File: src/rtl/matrix_seq.sv
// Tile transposer: collects SZJ vectors of SZI elements, emits SZI vectors of SZJ elements; out_valid the cycle after the last input.
// Valid/ready on both sides; optional MATRIX_SEQ_PINGPONG_EN adds a second bank so fill and drain overlap.
module matrix_seq #(
  parameter int SZI   = 4,
  parameter int SZJ   = 4,
  parameter int WIDTH = 8
) (
  input  logic                 clk,
  input  logic                 resetn,
  input  logic                 flush,
  input  logic                 in_valid,
  output logic                 in_ready,
  input  logic [SZI*WIDTH-1:0] in_vec,
  output logic                 out_valid,
  input  logic                 out_ready,
  output logic [SZJ*WIDTH-1:0] out_vec,
  output logic                 out_last,
  output logic [15:0]          tiles_done
);
  localparam int WI = (SZI > 1) ? $clog2(SZI) : 1;
  localparam int WJ = (SZJ > 1) ? $clog2(SZJ) : 1;

  logic [WJ-1:0] wr_idx;
  logic [WI-1:0] rd_idx;
  logic          live;
  logic          in_hs, out_hs, wr_last, rd_last;

  assign in_hs   = in_valid & in_ready;
  assign out_hs  = out_valid & out_ready;
  assign wr_last = (wr_idx == WJ'(SZJ - 1));
  assign rd_last = (rd_idx == WI'(SZI - 1));
  assign out_last = out_valid & rd_last;

  // live holds in_ready low until the first edge after reset release
  always_ff @(posedge clk or negedge resetn) begin
    if (!resetn) begin
      live       <= 1'b0;
      wr_idx     <= '0;
      rd_idx     <= '0;
      tiles_done <= '0;
    end else begin
      live <= 1'b1;
      if (flush) begin
        wr_idx <= '0;
        rd_idx <= '0;
      end else begin
        if (in_hs)
          wr_idx <= wr_last ? '0 : wr_idx + 1'b1;
        if (out_hs) begin
          rd_idx <= rd_last ? '0 : rd_idx + 1'b1;
          if (rd_last)
            tiles_done <= tiles_done + 16'd1;
        end
      end
    end
  end

`ifdef MATRIX_SEQ_PINGPONG_EN
  logic [WIDTH-1:0] mem [2][SZI][SZJ];
  logic [1:0]       full, full_d;
  logic             wr_bank, rd_bank;

  assign in_ready  = live & ~full[wr_bank];
  assign out_valid = full[rd_bank];

  always_comb begin
    full_d = full;
    if (in_hs && wr_last)
      full_d[wr_bank] = 1'b1;
    if (out_hs && rd_last)
      full_d[rd_bank] = 1'b0;
  end

  always_ff @(posedge clk or negedge resetn) begin
    if (!resetn) begin
      full    <= '0;
      wr_bank <= 1'b0;
      rd_bank <= 1'b0;
    end else if (flush) begin
      full    <= '0;
      wr_bank <= 1'b0;
      rd_bank <= 1'b0;
    end else begin
      full <= full_d;
      if (in_hs && wr_last)
        wr_bank <= ~wr_bank;
      if (out_hs && rd_last)
        rd_bank <= ~rd_bank;
    end
  end

  always_ff @(posedge clk) begin
    if (in_hs && !flush)
      for (int b = 0; b < 2; b++)
        for (int i = 0; i < SZI; i++)
          for (int j = 0; j < SZJ; j++)
            if (wr_bank == 1'(b) && wr_idx == WJ'(j))
              mem[b][i][j] <= in_vec[i*WIDTH +: WIDTH];
  end

  always_comb begin
    out_vec = '0;
    for (int b = 0; b < 2; b++)
      for (int i = 0; i < SZI; i++)
        for (int j = 0; j < SZJ; j++)
          if (rd_bank == 1'(b) && rd_idx == WI'(i))
            out_vec[j*WIDTH +: WIDTH] = mem[b][i][j];
  end
`else
  typedef enum logic {FILL, DRAIN} state_t;
  state_t           state_q, state_d;
  logic [WIDTH-1:0] mem [SZI][SZJ];

  always_ff @(posedge clk or negedge resetn) begin
    if (!resetn)
      state_q <= FILL;
    else
      state_q <= state_d;
  end

  always_comb begin
    state_d   = state_q;
    in_ready  = 1'b0;
    out_valid = 1'b0;
    case (state_q)
      FILL: begin
        in_ready = live;
        if (in_hs && wr_last)
          state_d = DRAIN;
      end
      DRAIN: begin
        out_valid = 1'b1;
        if (out_hs && rd_last)
          state_d = FILL;
      end
      default: state_d = FILL;
    endcase
    if (flush)
      state_d = FILL;
  end

  always_ff @(posedge clk) begin
    if (in_hs && !flush)
      for (int i = 0; i < SZI; i++)
        for (int j = 0; j < SZJ; j++)
          if (wr_idx == WJ'(j))
            mem[i][j] <= in_vec[i*WIDTH +: WIDTH];
  end

  always_comb begin
    out_vec = '0;
    for (int i = 0; i < SZI; i++)
      for (int j = 0; j < SZJ; j++)
        if (rd_idx == WI'(i))
          out_vec[j*WIDTH +: WIDTH] = mem[i][j];
  end
`endif

endmodule
File: config.mk
export PLATFORM = sky130hd
export DESIGN_NAME = matrix_seq
export DESIGN_NICKNAME = d
export VERILOG_FILES = /design/src/rtl/matrix_seq.sv
export SDC_FILE = /design/constraint.sdc
export NUM_CORES = 1
export LEC_CHECK = 0
export CAP_MARGIN = 0
export CORE_MARGIN = 4
export CORE_UTILIZATION = 40
export CTS_BUF_LIST = sky130_fd_sc_hd__clkbuf_4 sky130_fd_sc_hd__clkbuf_8
export DETAILED_ROUTE_END_ITERATION = 8
export HOLD_SLACK_MARGIN = 0.03
export PLACE_DENSITY = 0.68
export REMOVE_ABC_BUFFERS = 1
export SYNTH_ARGS = -nofsm -noshare
export SYNTH_HDL_FRONTEND = slang
export SYNTH_SLANG_ARGS = --single-unit
File: constraint.sdc
create_clock -name clk -period 6 [get_ports clk]
set_clock_uncertainty 0.15 [all_clocks]
set_input_delay 1.2 -clock clk [delete_from_list [all_inputs] [get_ports clk]]
set_output_delay 1.2 -clock clk [all_outputs]
set_load 0.005 [all_outputs]
==> results of run 1 <==
[logic make-up after synthesis]
logic type	after synthesis
fa+ha+maj	9
other cells	1
simple gates	111
compound gates	68
buf+inv	27
xor+xnor	15
flops	150
mux	4
[metrics by stage]
step / hold slack [ns] / total power [W] / utilization (%) / setup WS [ns]
finish: 0.335 / 0.00199 / 50.9 / 1.40
global route: 0.361 / 0.00206 / 50.9 / 1.14
CTS: 0.332 / 0.00201 / 50.9 / 0.936
detailed placement: 0.317 / 0.00123 / 48.1 / 1.43
global placement: 0.318 / 0.00123 / 48.1 / 1.50
floorplan: 0.315 / 0.00118 / - / 2.12
[registers in the layout (all words and copies together) (netlist names)]
name and count:
mem 128, tiles_done 16, rd_idx 2, wr_idx 2, live 1, state_q 1
[routing by layer]
metal | vias to the layer above | global-route usage [%]
met5 | - | 0
met4 | 2 | 4.03
met3 | 13 | 5.40
met2 | 103 | 24.6
met1 | 1705 | 19.2
li1 | 1648 | -
[cell usage in the layout, fill, tap and decap left out, types with 2 or more instances in the layout]
master / synthesis / final
nand4_1: 2 / 2
clkinvlp_4: 0 / 5
a21oi_1: 2 / 2
nor2_1: 13 / 13
buf_4: 1 / 5
a221oi_1: 31 / 31
clkbuf_4: 0 / 2
edfxtp_1: 128 / 128
ha_2: 0 / 2
nand2_1: 41 / 41
nand3_1: 5 / 5
nor2b_1: 33 / 32
mux2i_1: 3 / 3
inv_1: 5 / 5
clkbuf_8: 0 / 17
bufinv_16: 0 / 3
o31ai_1: 31 / 31
dfrtp_1: 22 / 22
xnor2_1: 5 / 5
ha_1: 9 / 7
and2_1: 5 / 5
and4_1: 3 / 3
inv_6: 0 / 2
clkdlybuf4s50_1: 0 / 87
xor2_1: 10 / 10
o21ai_0: 2 / 2
[cell usage after synthesis, types with 2 or more instances]
cell and instances:
dfrtp_1 22, buf_2 4, xor2_1 10, xnor2_1 5
nor2_1 13, clkbuf_1 17, nand2_1 41, o31ai_1 31
mux2i_1 3, a221oi_1 31, a21oi_1 2, nand3_1 5
and4_1 3, ha_1 9, o21ai_0 2, nand4_1 2
edfxtp_1 128, inv_1 5, and2_1 5, nor2b_1 33
[worst paths after layout]
path	start	end	slack, ns	depth (start not counted)
worst min register to register	tiles_done[15]	tiles_done[15]	0.33	1
min in group asynchronous	resetn	tiles_done[14]	1.17	1
max in group asynchronous	resetn	rd_idx[0]	3.90	1
worst max-delay path	rd_idx[1]	out_vec[25]	1.40	7
worst min-delay path	tiles_done[15]	tiles_done[15]	0.33	1
worst max register to register	rd_idx[0]	tiles_done[14]	3.14	5
[layout make-up]
class / count / area [um^2]
Clock buffer: 19 / 249
Clock inverter: 12 / 154
Fill cell: 1239 / 7140
Inverter: 5 / 18.8
Multi-Input combinational cell: 208 / 1440
Sequential cell: 150 / 4390
Tap cell: 184 / 230
Timing Repair Buffer: 92 / 908
[power breakdown]
group	total, W	switching (W)	internal [W]
Clock	0.000782	0.000364	0.000418
Sequential	0.00115	0.00000346	0.00114
Combinational	0.0000572	0.0000275	0.0000297
Total	0.00199	0.000395	0.00159
[worst register-to-register path, delay by kind of cell (launching register included)]
family	cells	cell delay, ns
and+or+nand+nor	3	1.01
DFF	1	0.42
xor gates and xnor gates	1	0.16
adders and majority gates	1	1.05
==> out/qor.txt, run 1 <==
initial antenna violation count - 1
Worst setup EP type - output pin
RSZ-0062 raised after global routing - false
maxcap violations - 0
crit path kind - flip-flop to output pin
CTS H-tree depth - 4
fraction of layout cells with a size suffix above 1 - 9.05%
fmax - 217 MHz
Worst path max stage delay - 0.65 ns
vias - 3471
WL final - 12.2 mm
post-synthesis mux area share - 0.696%
CTS tree - done
CTS Buf Count - 17
Synth Area per Inst - 15.4 um^2
relative max-transition margin - 14.7%
startpoint types - flip-flop
DP Area - 6990 um^2
crit path max-delay cell type - nor2b_4
compound-cell area share of the yosys netlist - 9.09%
WL per Instance - 18.2 um
Pre-antenna DRT Iters - 7
Top Metal Used - met5
# resized after CTS - 0
total global-route track usage - 15.0%
clk buf depth - 2
HP Class - flip-flop to flip-flop
Post-Syn Area - 5930 um^2
synth warn - 0
count of cell types in the netlist - 34
# DRC - 0
simple logic cell fraction of the synthesized area - 10.1%
IO Pins - 88
WP data arrival - 3.25 ns
Power Dens Cells - 268 nW/um^2
asr flop ratio synth - 14.7%
fin crit period - 4.60 ns
Rows - 44
Slew Viols, Final - 0
Final Wtd Congestion - 0.764
Area Growth Syn to Fin - 24.7%
largest net degree at the start of global routing - 69
Die X-Extent - 130 um
met3 wire len - 787 um
clk sinks - 150
Core Area - 14500 um^2
Post-synth EDFFs - 128
Required @ worst endpoint - 4.65 ns
Final Hold Viols - 0
cts hold-fix bufs - 0
Met2 Routed Length - 5.92 mm
Pleak - 2.52 nW
Setup-failing EPs final - 0
Clock Latency Late Sink - 0.43 ns
post-synthesis sequential area ratio - 74.1%
DIE HEIGHT - 130 um
Routed Antenna Nets - 0
antenna cells - 0
NumNets Final - 520
Synth top area share - 64.8%
global-route wire length before repair - 18.9 mm
largest family of logic cells by synthesized area - simple AND/OR/NAND/NOR gates
Finished Cell Area - 7400 um^2
Worst Tran Pin Value - 1.28 ns
largest cells by area after synthesis - edfxtp_1 65%, dfrtp_1 9.3%, a221oi_1 4.6%, o31ai_1 3.9%, nor2b_1 3.5%
Initial DRC Count - 276
Max IR drop VDD - 0.000126 V
status - finished clean
fraction of the cycle the final worst path needs - 76.7%
# Post-CTS Setup Buffers - 0
cell total after placement - 639
vias in the first global route - 3638
CP top delay family - buffers and inverters
XOR/XNOR Fraction of Synth Area - 2.21%
dominant cell type by area after synthesis - edfxtp_1
Overflow after GRT - 0
crit-path cells - inv_1 -> ha_1 -> buf_4 -> nor2b_4 -> a221oi_1 -> o31ai_1 -> clkdlybuf4s50_1
die area - 16800 um^2
Reg clk slew, reported paths - 0.08 ns
setup total negative slack - 0 ns
Post-Synth Adder-Cell Area - 1.90%
Root Driver - clkbuf_8
met1 WL - 5.36 mm
worst path bufs/invs - 3
synthesized flop and latch total - 150
top_reg_cell synth - edfxtp_1
vias per inst - 5.18
DP Wirelength - 7.61 mm
Mapped Cells - 385
port bufs - 87
final instance count without filler cells - 670
Initial Util - 40.8%
worst-path fanout max - 34
No activity file was read; power rests on OpenSTA's default activity.
==> inputs of run 2 (changes only) <==
- clock period: 6 -> 4.5 ns (I/O delays scaled with it)
==> out/qor.txt, run 2 (synthesis gave the netlist of run 1 again) <==
Root Driver - clkbuf_8
worst r2r path cells - 6
# resized after CTS - 0
CTS tree - done
Final Wtd Congestion - 0.792
Max IR drop VDD - 0.000177 V
Final Util - 51.2%
Core Area - 14500 um^2
fin crit period - 4.15 ns
fraction of the cycle the final worst path needs - 92.2%
Clock Latency Late Sink - 0.44 ns
total global-route track usage - 15.1%
WL per Instance - 18.2 um
# DRC - 0
relative max-transition margin - 29.2%
Required @ worst endpoint - 3.45 ns
Setup-failing EPs final - 0
status - finished clean
fraction of layout cells with a size suffix above 1 - 9.98%
critical path depth in cells - 7
Initial DRC Count - 251
Final Hold Viols - 0
antenna cells - 0
Pre-antenna DRT Iters - 4
crit path max-delay cell type - nor2b_2
DIE HEIGHT - 130 um
Multi-input gate area - 1440 um^2
Storage cell area - 4390 um^2
# Post-CTS Setup Buffers - 0
global-route wire length before repair - 19.4 mm
Die X-Extent - 130 um
fillcell total - 1224
crit-path cells - inv_1 -> ha_1 -> nor2b_2 -> buf_4 -> a221oi_1 -> o31ai_1 -> clkdlybuf4s50_1
Worst Tran Pin Value - 1.06 ns
crit path kind - flip-flop to output pin
RSZ-0062 raised after global routing - false
fmax - 241 MHz
WL final - 12.3 mm
NumNets Final - 524
most common cell after layout, fill and taps aside - edfxtp_1
top flop regs - mem (128), tiles_done (16)
Slew Viols, Final - 0
Top reg by flops - mem
Initial Util - 40.8%
Worst path max stage delay - 0.61 ns
CTS Buf Count - 17
CTS H-tree depth - 4
most frequent cells in the layout - 128 x edfxtp_1, 87 x clkdlybuf4s50_1, 41 x nand2_1, 32 x nor2b_1
Overflow after GRT - 0
Routed Antenna Nets - 0
total power - 0.00270 W
clk buf depth - 2
initial antenna violation count - 1
WP data arrival - 3.10 ns
startpoint types - flip-flop
hold path depth - 1
largest net degree at the start of global routing - 64
worst path bufs/invs - 3
vias per inst - 5.20
clk sinks - 150
IO Pins - 88
reg2reg setup slack - 1.83 ns
Reg clk slew, reported paths - 0.08 ns
vias - 3508
Worst setup EP type - output pin
maxcap violations - 0
Area Growth Syn to Fin - 25.5%
worst-path fanout max - 16
vias in the first global route - 3711
Pleak - 2.55 nW
cts hold-fix bufs - 0
die area - 16800 um^2
HP Class - flip-flop to flip-flop
number of flip-flops in the largest register - 128
CP top delay family - buffers and inverters
DP Wirelength - 7.95 mm
setup total negative slack - 0 ns
Rows - 44
port bufs - 87
Power Dens Cells - 362 nW/um^2
run 2: final cells by class:
type | instances | share of cell area (%)
inverters | 5 | 0.252
clock inverters | 13 | 2.44
flip-flops and latches | 150 | 59.0
well taps | 184 | 3.09
multi-input cells | 208 | 19.3
repair buffers | 96 | 12.6
clock buffers | 19 | 3.34
run 2: path summary, 6_finish.rpt:
kind | from | end
setup / recovery | rd_idx[0] | out_vec[31]
setup reg to reg | rd_idx[0] | tiles_done[10]
max in group asynchronous | resetn | tiles_done[8]
min in group asynchronous | resetn | tiles_done[5]
hold / removal | tiles_done[15] | tiles_done[15]
hold reg to reg | tiles_done[15] | tiles_done[15]
run 2: layer usage:
metal  part of all wire (%)  vias to the layer above  track usage [%]
met5                   0.11                        -                0
met4                    1.3                        2             5.01
met3                    7.2                       14             5.77
met2                     48                      120             24.7
met1                     44                     1717             18.7
li1                       -                     1655                -
run 2: per-stage QoR:
stage	instance area [um^2]	std cells	setup WS, ns	hold slack, ns
6_report	7450	675	0.351	0.332
3_3_place_gp	7020	643	0.969	0.310
3_5_place_dp	7020	643	0.793	0.315
2_1_floorplan	5840	363	0.917	0.315
4_1_cts	7450	675	0.288	0.335
5_1_grt	7450	675	0.168	0.368
run 2: power by group:
group	switching, W	total, W	internal, W
Combinational	0.0000369	0.0000765	0.0000397
Clock	0.000482	0.00109	0.000613
Sequential	0.00000469	0.00153	0.00152
Total	0.000523	0.00270	0.00218
run 2: worst reg2reg max path, delay by kind of cell, from the launching register on:
family | cells | cell delay, ns
XOR/XNOR | 1 | 0.16
AND/OR/NAND/NOR | 3 | 0.92
buffers and inverters | 1 | 0.52
flip-flops | 1 | 0.43
adder cells (fa/ha/maj) | 1 | 0.41
==> inputs of run 3 (changes only) <==
- TNS_END_PERCENT: not set -> 30
==> results of run 3 <==
Final layout, timing and power as in run 2 (identical DEF).
